===== config.mk =====
export PLATFORM = sky130hd
export DESIGN_NAME = fp_addsub_pipe
export DESIGN_NICKNAME = d
export VERILOG_FILES = /design/src/rtl/fp_addsub_pipe.sv
export SDC_FILE = /design/constraint.sdc
export NUM_CORES = 1
export LEC_CHECK = 0
export ABC_AREA = 0
export CORE_MARGIN = 1
export CORE_UTILIZATION = 62
export DETAILED_ROUTE_END_ITERATION = 6
export PLACE_DENSITY = 0.82
export REMOVE_ABC_BUFFERS = 1
export SLEW_MARGIN = 10
export SYNTH_ARGS = -nofsm -noshare
export SYNTH_HDL_FRONTEND = slang
export SYNTH_SLANG_ARGS = --single-unit

===== constraint.sdc =====
create_clock -name clock -period 30.3 [get_ports clock]
set_input_delay 7.575 -clock clock [delete_from_list [all_inputs] [get_ports clock]]
set_output_delay 7.575 -clock clock [all_outputs]
set_load 0.03 [all_outputs]

===== src/rtl/fp_addsub_pipe.sv =====
// fp_addsub_pipe: parametrised IEEE-754 style adder/subtractor.
// Operand capture, unpack/swap, align/sum, normalise/round/pack.
module fp_addsub_pipe #(
    parameter int  EXP_BITS  = 8,
    parameter int  FRAC_BITS = 23,
    localparam int W         = 1 + EXP_BITS + FRAC_BITS
) (
    input  logic         clock,
    input  logic         reset,
    input  logic         in_valid,
    output logic         in_ready,
    input  logic [W-1:0] a,
    input  logic [W-1:0] b,
    input  logic         sub,
    output logic         out_valid,
    input  logic         out_ready,
    output logic [W-1:0] result
);

    localparam int E   = EXP_BITS;
    localparam int F   = FRAC_BITS;
    localparam int SW  = F + 5;
    localparam int LZW = $clog2(F + 5);
    localparam int NW  = ((E > LZW) ? E : LZW) + 2;

    localparam logic [W-1:0] QNAN = {1'b0, {E{1'b1}}, 1'b1, {(F-1){1'b0}}};
    localparam logic [NW-1:0] EXP_MAX = {{(NW-E){1'b0}}, {E{1'b1}}};

    typedef struct packed {
        logic [W-1:0] a;
        logic [W-1:0] b;
        logic         sub;
    } op_t;

    typedef struct packed {
        logic         spec;
        logic [W-1:0] spec_res;
        logic         sign;
        logic         add_op;
        logic [E-1:0] exp;
        logic [F:0]   big_sig;
        logic [F:0]   sml_sig;
        logic [E-1:0] d;
    } s1_t;

    typedef struct packed {
        logic          spec;
        logic [W-1:0]  spec_res;
        logic          sign;
        logic          add_op;
        logic [E-1:0]  exp;
        logic [SW-1:0] sum;
    } s2_t;

    function automatic logic [LZW-1:0] lzc(input logic [F+3:0] v);
        lzc = LZW'(F + 4);
        for (int i = 0; i <= F + 3; i++) begin
            if (v[i]) lzc = LZW'(F + 3 - i);
        end
    endfunction

    logic         stall;
    logic         v0, v1, v2, v3;
    op_t          op_q;
    s1_t          s1_n, s1_q;
    s2_t          s2_n, s2_q;
    logic [W-1:0] res_n, res_q;

    assign stall     = v3 & ~out_ready;
    assign in_ready  = ~stall;
    assign out_valid = v3;
    assign result    = res_q;

    // S1: classify, effective signs, magnitude swap
    logic         a_s, b_s;
    logic [E-1:0] a_e, b_e, a_ee, b_ee;
    logic [F-1:0] a_f, b_f;
    logic         a_nan, b_nan, a_inf, b_inf, swap;

    always_comb begin
        a_s   = op_q.a[W-1];
        a_e   = op_q.a[W-2:F];
        a_f   = op_q.a[F-1:0];
        b_s   = op_q.b[W-1] ^ op_q.sub;
        b_e   = op_q.b[W-2:F];
        b_f   = op_q.b[F-1:0];
        a_nan = (a_e == '1) && (a_f != '0);
        b_nan = (b_e == '1) && (b_f != '0);
        a_inf = (a_e == '1) && (a_f == '0);
        b_inf = (b_e == '1) && (b_f == '0);
        a_ee  = (a_e == '0) ? E'(1) : a_e;
        b_ee  = (b_e == '0) ? E'(1) : b_e;
        swap  = op_q.b[W-2:0] > op_q.a[W-2:0];

        s1_n        = '0;
        s1_n.add_op = (a_s == b_s);
        if (a_nan || b_nan || (a_inf && b_inf && !s1_n.add_op)) begin
            s1_n.spec     = 1'b1;
            s1_n.spec_res = QNAN;
        end else if (a_inf) begin
            s1_n.spec     = 1'b1;
            s1_n.spec_res = {a_s, a_e, a_f};
        end else if (b_inf) begin
            s1_n.spec     = 1'b1;
            s1_n.spec_res = {b_s, b_e, b_f};
        end

        if (swap) begin
            s1_n.sign    = b_s;
            s1_n.exp     = b_ee;
            s1_n.big_sig = {(b_e != '0), b_f};
            s1_n.sml_sig = {(a_e != '0), a_f};
            s1_n.d       = b_ee - a_ee;
        end else begin
            s1_n.sign    = a_s;
            s1_n.exp     = a_ee;
            s1_n.big_sig = {(a_e != '0), a_f};
            s1_n.sml_sig = {(b_e != '0), b_f};
            s1_n.d       = a_ee - b_ee;
        end
    end

    // S2: align small operand with guard/round/sticky, then sum
    logic [F+3:0]  ext, shf, mask, aligned;
    logic          lost;
    logic [SW-1:0] big_x, sml_x;

    always_comb begin
        ext  = {s1_q.sml_sig, 3'b000};
        mask = ~({(F+4){1'b1}} << s1_q.d);
        shf  = ext >> s1_q.d;
        lost = |(ext & mask);
        if (int'(s1_q.d) >= F + 3) begin
            aligned = {{(F+3){1'b0}}, |ext};
        end else begin
            aligned = {shf[F+3:1], shf[0] | lost};
        end
        big_x = {1'b0, s1_q.big_sig, 3'b000};
        sml_x = {1'b0, aligned};

        s2_n          = '0;
        s2_n.spec     = s1_q.spec;
        s2_n.spec_res = s1_q.spec_res;
        s2_n.sign     = s1_q.sign;
        s2_n.add_op   = s1_q.add_op;
        s2_n.exp      = s1_q.exp;
        s2_n.sum      = s1_q.add_op ? big_x + sml_x : big_x - sml_x;
    end

    // S3: normalise, round to nearest even, pack
    logic [F+3:0]  norm;
    logic [NW-1:0] ex, lz, sh;
    logic [F+1:0]  rnd;
    logic          up;

    always_comb begin
        ex   = NW'(s2_q.exp);
        lz   = '0;
        sh   = '0;
        norm = '0;
        if (s2_q.sum[F+4]) begin
            norm = {s2_q.sum[F+4:2], |s2_q.sum[1:0]};
            ex   = ex + NW'(1);
        end else begin
            lz   = NW'(lzc(s2_q.sum[F+3:0]));
            // never normalise below the minimum exponent
            sh   = (lz < ex - NW'(1)) ? lz : ex - NW'(1);
            norm = s2_q.sum[F+3:0] << sh;
            ex   = ex - sh;
        end

        up  = norm[2] & (norm[1] | norm[0] | norm[3]);
        rnd = {1'b0, norm[F+3:3]} + (F+2)'(up);
        if (rnd[F+1]) begin
            rnd = rnd >> 1;
            ex  = ex + NW'(1);
        end

        if (s2_q.spec) begin
            res_n = s2_q.spec_res;
        end else if (s2_q.sum == '0) begin
            res_n = {s2_q.add_op & s2_q.sign, {(W-1){1'b0}}};
        end else if (ex >= EXP_MAX) begin
            res_n = {s2_q.sign, {E{1'b1}}, {F{1'b0}}};
        end else begin
            res_n = {s2_q.sign, rnd[F] ? ex[E-1:0] : {E{1'b0}}, rnd[F-1:0]};
        end
    end

    always_ff @(posedge clock or posedge reset) begin
        if (reset) begin
            v0 <= 1'b0;
            v1 <= 1'b0;
            v2 <= 1'b0;
            v3 <= 1'b0;
        end else if (!stall) begin
            v0 <= in_valid;
            v1 <= v0;
            v2 <= v1;
            v3 <= v2;
        end
    end

    // datapath loads only behind a valid op so result holds between ops
    always_ff @(posedge clock or posedge reset) begin
        if (reset) begin
            op_q  <= '0;
            s1_q  <= '0;
            s2_q  <= '0;
            res_q <= '0;
        end else if (!stall) begin
            if (in_valid) op_q <= '{a: a, b: b, sub: sub};
            if (v0) s1_q <= s1_n;
            if (v1) s2_q <= s2_n;
            if (v2) res_q <= res_n;
        end
    end

endmodule


==> results.toml <==
[yosys]
yosysSeqAreaShare_pct = 33.4
yosysTopAreaCellShare_pct = 33.4
async_flop_share_pct = 100
netlist-cell-type-count = 108
synth_top_area_cell = "dfrtp_1"
netlist_area_um2 = 20300
synth_area_leaders = "dfrtp_1 33%, mux2_2 7.5%, mux2i_1 7.2%"
synthTopCellsByCount = "271 x dfrtp_1, 221 x nand2_1, 187 x o21ai_0"
synth_seq_cells = 271
syn_area_per_cell_um2 = 9.00
synthCells = 2256
yosys_most_used_dff = "dfrtp_1"
synth_most_common_cell = "dfrtp_1"
synth_edf_count = 0
yosysWarningCount = 0

[timing]
max_freq_ghz = 0.0596
slew_headroom_pct = 31.1
hold_viol_final = 0
fin_crit_sh_pct = 55.4
fin_setup_tns_ps = 0
fin_worst_skew_ps = 18.9
final-max-slew-violation-count = 0
setup_viol = 0
grt_setup_unrepaired = "no"
post-route-min-period_ps = 16780
worst_slew_pin_slew_ps = 1030

[global_route]
grt_max_degree = 133
antenna_found_initial = 0
grt_overflow = 0
gr-usage-all-layers_pct = 33.4
grt_pass1_vias = 16900
grt_pass1_wl_mm = 90.0

[setup_path]
crit_fanout = 11
path_delay_family = "buffers and inverters"
r2r_cells = 26
critical_path.endpoint_type = "primary output"
cp_slowest_stage_delay_ps = 770
worstPathRequired_ps = 22730
r2r-end = "result[22]"
cpMostUsedCell = "clkdlybuf4s50_1"
r2r_start = "s2_q[20]"
startpoint_type = "primary input"
cp_cell_sequence = "clkdlybuf4s50_1 -> nand2b_1 -> clkdlybuf4s50_1"
reg2reg_slack_ps = 22630
cp_slowest_cell = "clkdlybuf4s50_1"
path_buf_inv = 2
worstSetupPathType = "primary input to primary output"
crit_arrival_ps = 9200

[die]
die_h_um = 183
rows = 65
core_area_um2 = 31900
fp.dieArea_um2 = 33500
start_util_pct = 63.7
die_x_um = 183
io_pins = 103

[clock_network]
h-tree-depth = 1
cts_resized = 0
clk_pin_slew_worst_paths_ps = 60
root_buffer = "clkbuf_16"
clk_latency_ps = 600
cts_buffers = 31
numClockSinks = 271
clockBufferDepth = 3
ctsHoldBuffers = 0
cts_tree = "yes"
post_cts_buffers = 0

[outcome]
outcome = "finished clean"

[drt]
post_drt_wl_per_cell_um = 20.4
drc = 0
vias = 17500
wl_mm = 55.3
drt_first_pass_iters = 6
ant_nets = 0
avgViaCountPerCell = 6.44
drtIter0Drc = 1461

[layout]
drive_gt1_share_pct = 12.4
diodes = 0
nets = 2433
filler_cell_count = 2485
fin_area_um2 = 22400
area_growth_syn_to_layout_pct = 10.3

[worst_hold_path]
holdPathEnd = "s1_q[56]"
hold_class = "flop to flop"
holdPathStages = 2
min-delay-start = "s1_q[56]"

[placement]
post_dp_cell_area_um2 = 21400
hpwl_mm = 40.2
port_buffers = 102
place.gp.congestion = 0.974

[run]
maxCapViolations = 0
stage by stage:
step	cells	utilization (%)	setup WS, ps	hold WS [ps]
global placement	2655	67.1	13560	457
global route	2711	70.3	13460	494
finish	2711	70.3	13520	481
detailed placement	2655	67.1	13540	467
floorplan	2099	-	14740	445
CTS	2711	70.3	13520	485
worst min-delay path, cell delays in order (launching register included):
cell	delay, ps
dfrtp_1	330
nand2_1	50
o21ai_0	60
layer usage:
metal,global-route usage [%],part of all wire [%],vias up
met2,53.6,46,681
met3,5.42,7.0,109
met1,46.4,44,8534
met5,0,0,-
li1,-,-,8132
met4,10.5,2.9,0
placed cells by master, fill, tap and decap left out, types with 15 or more instances in the layout:
cell             instances
xor2_1                  20
nand2b_1                26
nand2_1                218
o21a_1                  21
clkdlybuf4s50_1        102
o211ai_1                15
mux2i_1                146
buf_4                   19
xnor2_1                 47
and3_1                  34
o21ai_0                187
clkbuf_16               31
ha_1                   107
o21ai_1                 15
dfrtp_1                271
a21o_1                  28
nand3_1                 45
or3_1                   25
nor3_1                  38
nor2b_1                 16
mux2_2                 136
a221oi_1                19
and2_1                  32
nor2_1                 124
nor4_1                  25
inv_1                  116
nand4_1                 25
a21oi_1                108
registers in the layout, summed over array words and instances, names as in the netlist:
name / cells
s1_q: 51
s2_q: 71
v0: 1
op_q: 2
out_valid: 1
ext: 24
v1: 1
b_e: 8
b_f: 23
a_e: 8
a_s: 1
result: 32
big_x: 24
a_f: 23
v2: 1
layout make-up:
class	count	area (um^2)	area share, %
multi-input combinational	1706	12400	55.5
tap	435	544	2.43
clock buffer	40	850	3.79
timing repair buffer	121	1160	5.19
clock inverter	16	168	0.748
sequential	271	6780	30.3
inverter	122	470	2.10
how the worst max path moves through the flow:
stage / start / to / slack (ps) / cells past startpoint
2_1_floorplan: out_ready / in_ready / 14740 / 1
3_3_place_gp: out_ready / in_ready / 13560 / 3
3_5_place_dp: out_ready / in_ready / 13540 / 3
4_1_cts: out_ready / in_ready / 13520 / 3
5_1_grt: out_ready / in_ready / 13460 / 3
6_report: out_ready / in_ready / 13520 / 3
kinds of logic (layout without fill, tap and decap cells):
logic type	Yosys count	count (layout)	synth area share, %
buffers and inverters	279	299	5.59
muxes	295	295	16.0
and+or+nand+nor	665	665	16.5
adders and majority gates	111	111	6.98
DFF	271	271	33.4
AOI/OAI and AO/OA	568	568	18.6
xor gates and xnor gates	67	67	2.89
Power is not shown: default switching activity piles up to over one toggle a cycle in this logic, so the estimate is an artifact.
